$ cat src/rtl/pipeline_hazard_ctrl.sv
// Hazard and sequencing controller for the IF/DE/MW pipeline.
// It produces the MW->DE forwarding selects, the stage stall/flush controls,
// and the trap-entry sequence for interrupts and data-memory timeouts.
module pipeline_hazard_ctrl #(
  parameter int MEM_TIMEOUT = 16,
  parameter int CNT_W       = $clog2(MEM_TIMEOUT + 1)
) (
  input  logic       clk,
  input  logic       reset,
  input  logic [4:0] rs1_DE,
  input  logic [4:0] rs2_DE,
  input  logic [4:0] rd_MW,
  input  logic       reg_wrMW,
  input  logic       rd_enMW,
  input  logic       wr_enMW,
  input  logic       dmem_ack,
  input  logic       br_taken,
  input  logic       intr_pending,
  input  logic       is_mretMW,
  output logic       fwd_a,
  output logic       fwd_b,
  output logic       stall_IF,
  output logic       stall_DE,
  output logic       stall_MW,
  output logic       flush_IF,
  output logic       flush_DE,
  output logic       trap_take,
  output logic       trap_cause,
  output logic       bus_err
);

  localparam logic [1:0] ST_RUN      = 2'd0;
  localparam logic [1:0] ST_MEM_WAIT = 2'd1;
  localparam logic [1:0] ST_TRAP     = 2'd2;
  localparam logic [1:0] ST_REDIRECT = 2'd3;

  localparam logic [CNT_W-1:0] CNT_MAX = CNT_W'(MEM_TIMEOUT);
  localparam logic [CNT_W-1:0] CNT_ONE = CNT_W'(1);

  logic [1:0]       state_q, state_d;
  logic [CNT_W-1:0] cnt_q, cnt_d;
  logic             cause_q, cause_d;
  logic             bus_err_q, bus_err_d;
  logic             mem_req;
  logic             stall;

  assign mem_req = rd_enMW | wr_enMW;

  // Forwarding selects depend only on the DE sources and the MW destination.
  always_comb begin
    fwd_a = reg_wrMW & (rd_MW != 5'd0) & (rd_MW == rs1_DE);
    fwd_b = reg_wrMW & (rd_MW != 5'd0) & (rd_MW == rs2_DE);
  end

  // Next-state logic and the combinational stall/flush/trap controls.
  always_comb begin
    state_d    = state_q;
    cnt_d      = cnt_q;
    cause_d    = cause_q;
    bus_err_d  = 1'b0;
    stall      = 1'b0;
    flush_IF   = 1'b0;
    flush_DE   = 1'b0;
    trap_take  = 1'b0;
    trap_cause = 1'b0;
    if (reset) begin
      // Bubbles go into both stage registers while the core is held in reset.
      flush_IF = 1'b1;
      flush_DE = 1'b1;
    end else begin
      case (state_q)
        ST_RUN: begin
          if (mem_req && !dmem_ack) begin
            stall   = 1'b1;
            state_d = ST_MEM_WAIT;
            cnt_d   = CNT_ONE;
          end else if (intr_pending) begin
            // The MW instruction retires normally; the trap follows next cycle.
            state_d = ST_TRAP;
            cause_d = 1'b0;
          end else if (is_mretMW) begin
            flush_IF = 1'b1;
            flush_DE = 1'b1;
          end else if (br_taken) begin
            flush_IF = 1'b1;
          end
        end
        ST_MEM_WAIT: begin
          stall = !dmem_ack;
          if (dmem_ack) begin
            state_d = ST_RUN;
            cnt_d   = '0;
          end else if (cnt_q == CNT_MAX) begin
            state_d   = ST_TRAP;
            cause_d   = 1'b1;
            bus_err_d = 1'b1;
          end else if (cnt_q < CNT_MAX) begin
            cnt_d = cnt_q + CNT_ONE;
          end
        end
        ST_TRAP: begin
          trap_take  = 1'b1;
          trap_cause = cause_q;
          flush_IF   = 1'b1;
          flush_DE   = 1'b1;
          cnt_d      = '0;
          state_d    = ST_REDIRECT;
        end
        default: begin
          // Discard the fetch issued from the pre-trap PC.
          flush_IF = 1'b1;
          state_d  = ST_RUN;
        end
      endcase
    end
  end

  assign stall_IF = stall;
  assign stall_DE = stall;
  assign stall_MW = stall;
  assign bus_err  = bus_err_q & ~reset;

  // State, wait counter, trap cause and the bus-error pulse register.
  always_ff @(posedge clk) begin
    if (reset) begin
      state_q   <= ST_RUN;
      cnt_q     <= '0;
      cause_q   <= 1'b0;
      bus_err_q <= 1'b0;
    end else begin
      state_q   <= state_d;
      cnt_q     <= cnt_d;
      cause_q   <= cause_d;
      bus_err_q <= bus_err_d;
    end
  end

endmodule

$ cat config.mk
export PLATFORM = sky130hd
export DESIGN_NAME = pipeline_hazard_ctrl
export DESIGN_NICKNAME = d
export VERILOG_FILES = /design/src/rtl/pipeline_hazard_ctrl.sv
export SDC_FILE = /design/constraint.sdc
export NUM_CORES = 1
export LEC_CHECK = 0
export CORE_MARGIN = 4
export CORE_UTILIZATION = 44
export DETAILED_ROUTE_END_ITERATION = 6
export PLACE_DENSITY = 0.84
export SKIP_LAST_GASP = 1
export SLEW_MARGIN = 15
export SYNTH_ARGS = -nofsm -noshare
export SYNTH_HDL_FRONTEND = slang
export SYNTH_SLANG_ARGS = --single-unit
$ cat constraint.sdc
create_clock -name clk -period 3.08 [get_ports clk]
set_clock_uncertainty 0.2 [all_clocks]
set_input_delay 0.77 -clock clk [delete_from_list [all_inputs] [get_ports clk]]
set_output_delay 0.77 -clock clk [all_outputs]
set_load 0.05 [all_outputs]
==> metrics.txt <==
# TYPE chip_impl_metric gauge
chip_impl_metric{name="switching_share",unit="%"} 45.89
chip_impl_info{name="critPathLaunchType",value="primary input"} 1
chip_impl_metric{name="worstPathRequired",unit="ns"} 2.11
chip_impl_metric{name="final-max-slew-violation-count",unit=""} 0
chip_impl_info{name="violations",value="negative setup slack"} 1
chip_impl_metric{name="clock_insertion_delay_at_the_later_pin_of_the_skew_report",unit="ns"} 0.28
chip_impl_metric{name="cts_buf_count",unit=""} 3
chip_impl_metric{name="yosys_synthesis_warning_count",unit=""} 0
chip_impl_metric{name="vias_per_inst",unit=""} 5.558
chip_impl_info{name="ranking_of_synthesized_cells_by_area",value="sky130_fd_sc_hd__dfxtp_1 (23%), sky130_fd_sc_hd__ha_1 (9.8%), sky130_fd_sc_hd__xnor2_1 (6.8%)"} 1
chip_impl_metric{name="cp.arrival",unit="ns"} 2.14
chip_impl_metric{name="drt-total-wl",unit="µm"} 2396
chip_impl_metric{name="critical_path.max_fanout",unit=""} 2
chip_impl_info{name="synth_most_common_cell",value="sky130_fd_sc_hd__dfxtp_1"} 1
chip_impl_info{name="hold_class",value="flip-flop to flip-flop"} 1
chip_impl_metric{name="placement.io_buffers",unit=""} 33
chip_impl_metric{name="detail_route.drc_violations",unit=""} 0
chip_impl_info{name="synth_top_area_cell",value="sky130_fd_sc_hd__dfxtp_1"} 1
chip_impl_metric{name="timing.max_slew.rel_slack",unit="%"} 74.75
chip_impl_metric{name="final_number_of_setup_violating_endpoints",unit=""} 2
chip_impl_metric{name="synthCells",unit=""} 96
chip_impl_metric{name="power.share.clock",unit="%"} 12.6
chip_impl_metric{name="layout.nets",unit=""} 171
chip_impl_metric{name="synth.net_count",unit=""} 126
chip_impl_metric{name="achievable-frequency",unit="GHz"} 0.3220
chip_impl_metric{name="wire_length_of_the_first_global_routing_pass",unit="µm"} 3643
chip_impl_info{name="clock_tree.root_cell",value="sky130_fd_sc_hd__clkbuf_4"} 1
chip_impl_metric{name="synth_edf_count",unit=""} 0
chip_impl_metric{name="peakVddDrop",unit="mV"} 0.5692
chip_impl_metric{name="fp.coreArea",unit="µm²"} 1577
chip_impl_metric{name="die_height",unit="µm"} 49.82
chip_impl_metric{name="clock_tree.htree_level_count",unit=""} 1
chip_impl_metric{name="rows",unit=""} 14
chip_impl_info{name="status",value="finished with violations"} 1
chip_impl_metric{name="cts_max_path_buffers",unit=""} 2
chip_impl_metric{name="slowest_delay",unit="ns"} 0.43
chip_impl_metric{name="portion_of_the_clock_cycle_consumed_by_the_worst_path_in_the_final_layout",unit="%"} 100.8
chip_impl_metric{name="clk_pin_slew_worst_paths",unit="ns"} 0.05
chip_impl_metric{name="ys_seq_elements",unit=""} 9
chip_impl_metric{name="net-switching-power",unit="mW"} 0.3413
chip_impl_metric{name="area_growth",unit="%"} 66.02
chip_impl_metric{name="synthDominantCellAreaShare",unit="%"} 23.41
chip_impl_info{name="critical_path.cell_chain",value="clkdlybuf4s50_1 > or4_1 > o21ai_1 > buf_4 > nor4_2 > buf_4"} 1
chip_impl_metric{name="vias_post_dr",unit=""} 867
chip_impl_metric{name="placement.setup.worst_slack",unit="ns"} -0.1119
chip_impl_metric{name="timing.final.crit_period",unit="ns"} 3.106
chip_impl_metric{name="initial_antenna_violation_count",unit=""} 0
chip_impl_metric{name="via_count_of_the_first_global_routing_pass",unit=""} 816
chip_impl_metric{name="yosys.cell_types.count",unit=""} 36
chip_impl_metric{name="grt_max_degree",unit=""} 11
chip_impl_info{name="rsz0062_at_grt",value="yes"} 1
chip_impl_metric{name="drt-initial-drc-count",unit=""} 9
chip_impl_metric{name="avgSynthCellArea",unit="µm²"} 8.016
chip_impl_metric{name="floorplan.die_area",unit="µm²"} 2482
chip_impl_info{name="synth_commonest_cells",value="sky130_fd_sc_hd__dfxtp_1 (9), sky130_fd_sc_hd__a21oi_1 (8), sky130_fd_sc_hd__inv_1 (8)"} 1
chip_impl_metric{name="syn_area",unit="µm²"} 769.5
chip_impl_metric{name="place.gp.congestion",unit=""} 0.7794
chip_impl_metric{name="final_layout_size_suffix_gt1_share",unit="%"} 22.14
chip_impl_metric{name="floorplan.io_pins",unit=""} 34
chip_impl_metric{name="clock_sink_count",unit=""} 9
chip_impl_metric{name="dp_hpwl",unit="µm"} 1883
chip_impl_info{name="crit_path_frequent_cell",value="sky130_fd_sc_hd__buf_4"} 1
chip_impl_metric{name="route.antenna.remaining_nets",unit=""} 0
chip_impl_metric{name="synth-async-reset-ratio",unit="%"} 0
chip_impl_metric{name="power.sequential.fraction",unit="%"} 21.3
chip_impl_metric{name="grt.total_usage",unit="%"} 19.52
chip_impl_info{name="tritoncts",value="done"} 1
chip_impl_metric{name="power_density",unit="nW/µm²"} 582.3
chip_impl_info{name="cp-end-kind",value="primary output"} 1
chip_impl_metric{name="routedWlPerCell",unit="µm"} 15.36
chip_impl_info{name="postSynth.topFlopCell",value="sky130_fd_sc_hd__dfxtp_1"} 1
chip_impl_metric{name="die-width",unit="µm"} 49.82
chip_impl_info{name="slowest_stage",value="sky130_fd_sc_hd__or4_1"} 1
chip_impl_metric{name="p_leak",unit="nW"} 0.5189
chip_impl_metric{name="antenna-diode-count",unit=""} 0
chip_impl_metric{name="fin_tns_setup",unit="ns"} -0.04825
chip_impl_metric{name="max_cap_viol_count",unit=""} 0
chip_impl_metric{name="hold_viol_final",unit=""} 0
chip_impl_metric{name="final_critical_path_setup_slack",unit="ns"} -0.02573
chip_impl_metric{name="grt_overflow",unit=""} 0
chip_impl_metric{name="drt_pre_antenna_iters",unit=""} 4
chip_impl_metric{name="yosysSeqAreaShare",unit="%"} 23.41
chip_impl_metric{name="combPwrFrac",unit="%"} 66.1
chip_impl_metric{name="intPower",unit="mW"} 0.4026
chip_impl_metric{name="tightest_pin_transition",unit="ns"} 0.3776
chip_impl_metric{name="initial_utilization",unit="%"} 48.81
chip_impl_info{name="setup_crit_path_kind",value="primary input to primary output"} 1
==> cells by family after synthesis <==
logic type	synth area share, %
buffers and inverters	6.990
adder cells (fa/ha/maj)	9.756
multiplexers	1.463
AO/OA/AOI/OAI	24.07
XOR/XNOR	11.38
flip-flops	23.41
AND/OR/NAND/NOR	22.93
==> power groups by stage <==
stage          registers [mW]  clock network [mW]  logic, mW
2_1_floorplan           0.155                   0      0.322
3_3_place_gp            0.159                   0      0.474
3_5_place_dp            0.161                   0      0.484
4_1_cts                 0.159              0.0962      0.485
5_1_grt                 0.162               0.103      0.531
6_report                0.159              0.0934      0.492
==> flip-flops by register name (all words and copies together), names as in the netlist <==
signal and count:
cause_q 1, state_q 2, bus_err_q 1, cnt_q 5
==> area by class of cell <==
type / count / area [µm²]
multi-input combinational: 75 / 555.5
timing repair buffer: 44 / 465.4
fill: 110 / 299.0
sequential: 9 / 180.2
inverter: 8 / 30.03
clock buffer: 4 / 26.28
tap: 16 / 20.02
==> final timing paths <==
path / startpoint / to / slack [ns] / cells after the start
setup reg to reg: state_q[1]$_SDFFE_PP0P_ / state_q[1]$_SDFFE_PP0P_ / 1.04 / 7
hold reg to reg: state_q[1]$_SDFFE_PP0P_ / state_q[1]$_SDFFE_PP0P_ / 0.29 / 2
hold / removal: state_q[1]$_SDFFE_PP0P_ / state_q[1]$_SDFFE_PP0P_ / 0.29 / 2
setup / recovery: rd_MW[1] / fwd_a / -0.03 / 6
==> stage by stage <==
| step | utilization, % | hold WS (ns) | cell area (µm²) | total power, mW | std cells |
|---|---|---|---|---|---|
| after floorplan | - | 0.2647 | 784.5 | 0.4774 | 96 |
| after global placement | 78.89 | 0.2733 | 1244 | 0.6332 | 152 |
| after detailed placement | 78.89 | 0.2816 | 1244 | 0.6451 | 152 |
| after CTS | 80.32 | 0.2885 | 1266 | 0.7394 | 156 |
| after global routing | 81.03 | 0.3142 | 1277 | 0.7963 | 156 |
| final | 81.03 | 0.2871 | 1277 | 0.7439 | 156 |
==> worst max-delay path: cells and delay by family <==
family                 cells  cell delay [ns]
buffers and inverters      3             0.75
AOI/OAI and AO/OA          1             0.15
and+or+nand+nor            2             0.47
==> cells in the final DEF, fill, tap and decap left out, types with 2 or more instances in the layout <==
| cell | n |
|---|---|
| sky130_fd_sc_hd__a211o_1 | 2 |
| sky130_fd_sc_hd__a211oi_1 | 4 |
| sky130_fd_sc_hd__a21oi_1 | 8 |
| sky130_fd_sc_hd__a311oi_1 | 2 |
| sky130_fd_sc_hd__and2_1 | 2 |
| sky130_fd_sc_hd__buf_12 | 6 |
| sky130_fd_sc_hd__buf_4 | 14 |
| sky130_fd_sc_hd__clkbuf_4 | 3 |
| sky130_fd_sc_hd__clkdlybuf4s50_1 | 19 |
| sky130_fd_sc_hd__dfxtp_1 | 9 |
| sky130_fd_sc_hd__dlygate4sd2_1 | 3 |
| sky130_fd_sc_hd__ha_1 | 6 |
| sky130_fd_sc_hd__inv_1 | 8 |
| sky130_fd_sc_hd__nand2_1 | 3 |
| sky130_fd_sc_hd__nand3_1 | 4 |
| sky130_fd_sc_hd__nand4_1 | 3 |
| sky130_fd_sc_hd__nor2_1 | 5 |
| sky130_fd_sc_hd__nor2b_1 | 4 |
| sky130_fd_sc_hd__nor3_1 | 2 |
| sky130_fd_sc_hd__nor4_2 | 2 |
| sky130_fd_sc_hd__xnor2_1 | 6 |
| sky130_fd_sc_hd__xor2_1 | 4 |
==> layer usage <==
metal / part of all wire, % / global-route usage (%) / up-vias / wire length, µm
met2: 54 / 35.02 / 21 / 1288
met1: 41 / 21.53 / 408 / 982
met3: 3.5 / 5.723 / 4 / 83
met4: 1.8 / 6.912 / 0 / 42
met5: 0 / 0 / - / 0
li1: - / - / 434 / -
==> repair_timing <==
action,in CTS,in global routing
buffers inserted,0,0
cloned,0,0
setup endpoints to repair,2,6
gates resized for setup,4,3
pin swaps,2,1
hold buffers,0,0
Note: power is estimated with default switching activity, not from simulation.
